`src/rtl/can_pkg.sv`:
```
// Shared types for the CAN transmit queue: frame payload and scheduler states.
package can_pkg;

  localparam int unsigned CAN_ID_W   = 11;
  localparam int unsigned CAN_DATA_W = 64;

  typedef struct packed {
    logic [CAN_ID_W-1:0]   id;
    logic [CAN_DATA_W-1:0] data;
  } can_frame_t;

  typedef enum logic [1:0] {
    IDLE,
    START,
    WAIT,
    BACKOFF
  } tx_state_e;

endpackage

```
`src/rtl/can_frame_fifo.sv`:
```
// Synchronous frame FIFO; head is visible combinationally, flags and count are registered.
module can_frame_fifo
  import can_pkg::*;
#(
  parameter int unsigned DEPTH = 4
) (
  input  logic                       clk_i,
  input  logic                       rst_ni,
  input  logic                       push_i,
  input  logic                       pop_i,
  input  can_frame_t                 din_i,
  output can_frame_t                 head_c,
  output logic                       empty_o,
  output logic                       not_full_o,
  output logic [$clog2(DEPTH+1)-1:0] count_o
);

  localparam int unsigned PTR_W = $clog2(DEPTH);
  localparam int unsigned CNT_W = $clog2(DEPTH + 1);

  can_frame_t       mem [DEPTH];
  logic [PTR_W-1:0] wr_ptr;
  logic [PTR_W-1:0] rd_ptr;
  logic             push_ok;
  logic             pop_ok;
  logic [CNT_W-1:0] count_nxt;

  // Qualify requests against the registered flags and form the next occupancy.
  always_comb begin
    push_ok   = push_i && not_full_o;
    pop_ok    = pop_i && !empty_o;
    count_nxt = count_o + CNT_W'(push_ok) - CNT_W'(pop_ok);
  end

  assign head_c = mem[rd_ptr];

  // Pointers, occupancy and flags; pointers wrap naturally since DEPTH is a power of two.
  always_ff @(posedge clk_i or negedge rst_ni) begin
    if (!rst_ni) begin
      wr_ptr     <= '0;
      rd_ptr     <= '0;
      count_o    <= '0;
      empty_o    <= 1'b1;
      not_full_o <= 1'b1;
    end else begin
      if (push_ok) wr_ptr <= wr_ptr + PTR_W'(1);
      if (pop_ok)  rd_ptr <= rd_ptr + PTR_W'(1);
      count_o    <= count_nxt;
      empty_o    <= (count_nxt == '0);
      not_full_o <= (count_nxt != CNT_W'(DEPTH));
    end
  end

  // Frame storage; contents are don't-care until written, so no reset.
  always_ff @(posedge clk_i) begin
    if (push_ok) mem[wr_ptr] <= din_i;
  end

endmodule

```
`src/rtl/can_tx_queue.sv`:
```
// Transmit frame queue and retry scheduler feeding can_simple_top.
module can_tx_queue
  import can_pkg::*;
#(
  parameter int unsigned DEPTH     = 4,
  parameter int unsigned MAX_RETRY = 3,
  parameter int unsigned RETRY_GAP = 1000,
  parameter int unsigned TIMEOUT   = 2_000_000
) (
  input  logic                  clk_i,
  input  logic                  rst_ni,
  input  logic                  wr_valid_i,
  output logic                  wr_ready_o,
  input  logic [CAN_ID_W-1:0]   wr_id_i,
  input  logic [CAN_DATA_W-1:0] wr_data_i,
  output logic [CAN_ID_W-1:0]   tx_id_o,
  output logic [CAN_DATA_W-1:0] tx_data_o,
  output logic                  tx_start_strobe_o,
  input  logic                  tx_succeed_i,
  input  logic                  tx_failed_i,
  output logic                  busy_o,
  output logic [15:0]           sent_cnt_o,
  output logic [15:0]           drop_cnt_o,
  output logic                  drop_o
);

  localparam int unsigned TMR_W = (TIMEOUT > 1) ? $clog2(TIMEOUT) : 1;
  localparam int unsigned RTY_W = (MAX_RETRY > 0) ? $clog2(MAX_RETRY + 1) : 1;
  localparam int unsigned GAP_W = $clog2(RETRY_GAP + 1);
  localparam int unsigned CNT_W = $clog2(DEPTH + 1);

  tx_state_e        state;
  logic [TMR_W-1:0] timer;
  logic [RTY_W-1:0] retry_cnt;
  logic [GAP_W-1:0] gap_cnt;

  can_frame_t       fifo_din;
  can_frame_t       fifo_head;
  logic             fifo_empty;
  logic [CNT_W-1:0] fifo_count;

  logic             push_c;
  logic             pop_c;
  logic             fail_evt_c;
  logic             give_up_c;
  logic             idle_nxt_c;
  logic [CNT_W-1:0] count_nxt_c;
  logic             busy_nxt_c;

  // Attempt outcome decode and next-cycle occupancy for the registered busy flag.
  always_comb begin
    fifo_din.id   = wr_id_i;
    fifo_din.data = wr_data_i;
    push_c        = wr_valid_i && wr_ready_o;
    fail_evt_c    = !tx_succeed_i && (tx_failed_i || (timer == TMR_W'(TIMEOUT - 1)));
    give_up_c     = fail_evt_c && (retry_cnt == RTY_W'(MAX_RETRY));
    pop_c         = (state == WAIT) && (tx_succeed_i || give_up_c);
    idle_nxt_c    = ((state == IDLE) && fifo_empty) || pop_c;
    count_nxt_c   = fifo_count + CNT_W'(push_c) - CNT_W'(pop_c);
    busy_nxt_c    = !idle_nxt_c || (count_nxt_c != '0);
  end

  can_frame_fifo #(
    .DEPTH(DEPTH)
  ) u_fifo (
    .clk_i      (clk_i),
    .rst_ni     (rst_ni),
    .push_i     (push_c),
    .pop_i      (pop_c),
    .din_i      (fifo_din),
    .head_c     (fifo_head),
    .empty_o    (fifo_empty),
    .not_full_o (wr_ready_o),
    .count_o    (fifo_count)
  );

  // Scheduler: latch head, strobe, await outcome, back off and retry or drop.
  always_ff @(posedge clk_i or negedge rst_ni) begin
    if (!rst_ni) begin
      state             <= IDLE;
      timer             <= '0;
      retry_cnt         <= '0;
      gap_cnt           <= '0;
      tx_id_o           <= '0;
      tx_data_o         <= '0;
      tx_start_strobe_o <= 1'b0;
      drop_o            <= 1'b0;
      busy_o            <= 1'b0;
      sent_cnt_o        <= '0;
      drop_cnt_o        <= '0;
    end else begin
      tx_start_strobe_o <= 1'b0;
      drop_o            <= 1'b0;
      busy_o            <= busy_nxt_c;
      case (state)
        IDLE: begin
          if (!fifo_empty) begin
            tx_id_o   <= fifo_head.id;
            tx_data_o <= fifo_head.data;
            retry_cnt <= '0;
            state     <= START;
          end
        end
        START: begin
          tx_start_strobe_o <= 1'b1;
          timer             <= '0;
          state             <= WAIT;
        end
        WAIT: begin
          if (tx_succeed_i) begin
            sent_cnt_o <= sent_cnt_o + 16'd1;
            state      <= IDLE;
          end else if (fail_evt_c) begin
            if (give_up_c) begin
              drop_cnt_o <= drop_cnt_o + 16'd1;
              drop_o     <= 1'b1;
              state      <= IDLE;
            end else begin
              retry_cnt <= retry_cnt + RTY_W'(1);
              gap_cnt   <= '0;
              state     <= BACKOFF;
            end
          end else begin
            timer <= timer + TMR_W'(1);
          end
        end
        BACKOFF: begin
          if (gap_cnt == GAP_W'(RETRY_GAP - 1)) state <= START;
          else                                  gap_cnt <= gap_cnt + GAP_W'(1);
        end
        default: state <= IDLE;
      endcase
    end
  end

endmodule
```
`config.mk`:
```
export PLATFORM = sky130hd
export DESIGN_NAME = can_tx_queue
export DESIGN_NICKNAME = d
export VERILOG_FILES = /design/src/rtl/can_pkg.sv /design/src/rtl/can_frame_fifo.sv /design/src/rtl/can_tx_queue.sv
export SDC_FILE = /design/constraint.sdc
export NUM_CORES = 1
export LEC_CHECK = 0
export BUFFER_PORTS_ARGS = -buffer_cell sky130_fd_sc_hd__buf_2
export CORE_AREA = 10 10 237 239
export CTS_CLUSTER_DIAMETER = 30
export DETAILED_ROUTE_END_ITERATION = 16
export DIE_AREA = 0 0 247 249
export PLACE_DENSITY = 0.51
export RECOVER_POWER = 50
export SLEW_MARGIN = 20
export SYNTH_ARGS = -nofsm -noshare
export SYNTH_HDL_FRONTEND = slang
export SYNTH_SLANG_ARGS = --single-unit
```
`constraint.sdc`:
```
create_clock -name clk_i -period 3.62 [get_ports clk_i]
set_input_delay 0.181 -clock clk_i [delete_from_list [all_inputs] [get_ports clk_i]]
set_output_delay 0.181 -clock clk_i [all_outputs]
set_load 0.05 [all_outputs]
```
==> run metrics <==
Critical Path RT between 4 and 5 ns; number of DRC markers in iteration 0 446; Async S/R FF share, synth 33.92%; vias 10030; grt total ovfl 0; die height approximately 250 um; starting density of the core 34.69%; Worst Path Buf+Inv 2; Pwr Density between 900 and 1000 nW/um2; Post-DP Area 19630 um2; maximum vdd drop 0.5563 mV; clk_lat worst skew about 0.64 ns; yosys warns 0; largest net degree at the start of global routing 65; most frequent cells in the layout edfxtp_1 (300), dfrtp_1 (150), clkbuf_1 (143); Pre-antenna DRT Iters 4; Static Leak 8.859 nW; critical path's slowest cell o31ai_1; # Post-CTS Setup Buffers 0; final worst slack 0.5143 ns; fin area ~24000 um2; Sink Count 454; Core Box Area 51200 um2; area leader, netlist edfxtp_1; crit path launch type flip-flop; Main synth FF type edfxtp_1; Row Count 83; Inserted Clock Buffers 104; antenna violations before repair 7; cell area after synthesis 17760 um2; PortBufs 190; Max Clk Rate 322.0 MHz; Slew Limit Fails 64; Clock Tree Buf Depth 3; Fin Hold WS roughly 0.14 ns; TritonCTS clock tree yes; WL/cell 19.48 um; layout cell share with drive strength beyond 1 30.20%; Synth top area share 50.72%; CP Cell Sequence nor4_2 > nand2_1 > o31ai_1 > ha_1 > inv_1 > ha_1 > inv_1 > fa_1 > xnor2_1 > nand3b_1; Critical Path End Type flip-flop; Syn-to-layout area delta 34.42%; sequential share of the synthesized area between 70 and 80%; vias per cell 4.800; path category of the worst min-delay check in -> reg; Crit path arrival time approximately 3.6 ns; clock root cell clkbuf_16; Routed Antenna Nets 0; setup TNS 0 ns; num ports about 190; Clock transition at path regs ~0.040 ns; Rel. slew slack -34.84%; worst-margin pin slew 2.023 ns; final hold violations 0; Routed WL 40690 um; die area 61500 um2; H-tree Lvls 3; Syn Inst Count 964; Period minus WS final 3.106 ns; worst setup path class reg -> reg; post-route clock period utilization approximately 86%; main area contributors after synthesis edfxtp_1 (51%), dfrtp_1 (21%), mux4_2 (9.5%); Post-synth EDFFs 300; failing checks capacitance limit, slew limit; Crit path largest cell delay 0.50 ns; unrepaired setup endpoints after global routing no; global placement routability congestion 0.7278; kind of cell adding the most delay to the critical path simple AND/OR/NAND/NOR gates; cts repair resizes 0; post-synth net total 1063; Max Clock Skew 0.02660 ns; crit path max fanout 7; setup slack at placement 0.5052 ns; vias in the first global route 11170; post-DP HPWL roughly 24000 um; nets@finish around 1400; Synth Register Bits 454; commonest non-fill, non-tap cell in the layout edfxtp_1; count of max-cap constraint violations 2; Total Routing Usage GR 13.49%; drc violations 0; post-synth cell types 64; outcome finished, violations left; die width ~250 um; Setup-failing EPs final 0; first-pass GRT wire length 64830 um; Mean Syn Cell Area 18.43 um2
==> worst register-to-register path: stages, from the launching register on <==
cell,delay (ns)
dfrtp_1,0.44
nor4_2,0.48
nand2_1,0.28
o31ai_1,0.51
ha_1,0.32
inv_1,0.05
ha_1,0.13
inv_1,0.05
fa_1,0.37
xnor2_1,0.27
nand3b_1,0.12
==> logic make-up (layout without fill, tap and decap cells) <==
family,Yosys count,count (layout),synth area share (%)
multiplexers,159,159,14.81
AND/OR/NAND/NOR,171,171,5.501
adder cells (fa/ha/maj),19,19,1.423
flip-flops,454,454,72.43
XOR/XNOR,38,38,1.874
AO/OA/AOI/OAI,68,68,2.677
buffers and inverters,55,495,1.282
other,0,5,0
==> final timing paths <==
check / slack [ns] / start / to / cells after the start
setup / recovery: 0.51 / timer[7]$_DFFE_PN0P_ / u_fifo.not_full_o$_DFF_PN1_ / 10
hold / removal: 0.14 / tx_failed_i / drop_cnt_o[2]$_DFFE_PN0P_ / 4
setup reg to reg: 0.51 / timer[7]$_DFFE_PN0P_ / u_fifo.not_full_o$_DFF_PN1_ / 10
hold reg to reg: 0.47 / drop_cnt_o[15]$_DFFE_PN0P_ / drop_cnt_o[15]$_DFFE_PN0P_ / 1
max in group asynchronous: 0.75 / rst_ni / tx_data_o[37]$_DFFE_PN0P_ / 3
min in group asynchronous: 0.65 / rst_ni / tx_data_o[19]$_DFFE_PN0P_ / 2
==> power breakdown <==
part | internal [mW] | switching (mW)
Sequential | 6.86 | 0.664
Combinational | 2.23 | 3.75
Clock | 6.62 | 2.88
==> Yosys cell counts, types with 12 or more instances <==
library cell and n:
mux2_2 81, edfxtp_1 300, nand3_1 28, inv_1 17
xnor2_1 29, ha_1 17, nor2_1 18, buf_2 12
a21oi_1 14, nand2_1 45, nand4_1 20, clkbuf_1 15
mux4_2 75, o21ai_0 16, dfrtp_1 152
==> per-layer routing <==
metal,vias up,global-route usage (%),routed length [um],share of wire (%)
li1,4550,-,-,-
met1,5160,17.02,17690,43
met2,236,20.82,19420,48
met3,78,4.520,2670,6.6
met4,4,5.731,895,2.2
met5,-,0,14,0.034
==> area by class of cell <==
class	count	area, um2
antenna	5	12.51
clock buffer	125	2774
clock inverter	71	847.1
fill	4492	27320
inverter	17	63.81
multi-input combinational	455	4697
sequential	454	12870
tap	680	850.8
timing repair buffer	282	1758
==> repair_timing <==
item / 4_1_cts / 5_1_grt
hold buffers: 78 / 0
setup endpoints to repair: 0 / 0
hold endpoints to repair: 365 / 0
==> per-stage QoR <==
step           utilization [%]  std cells  power (mW)
6_report                 46.63       2089       23.01
5_1_grt                  46.63       2089       24.12
4_1_cts                  46.95       2084       23.49
3_5_place_dp             38.35       1810       13.78
3_3_place_gp             38.35       1810       13.72
2_1_floorplan                -        964       11.97
==> flip-flops by register name, indices dropped and copies added, names as in the netlist, 2 cells and up <==
name            flops
state               2
u_fifo.rd_ptr       2
u_fifo.count_o      3
retry_cnt           2
timer              21
u_fifo.mem        300
tx_data_o          64
gap_cnt            10
drop_cnt_o         16
sent_cnt_o         16
u_fifo.wr_ptr       2
tx_id_o            11
Note: power is estimated with default switching activity, not from simulation.
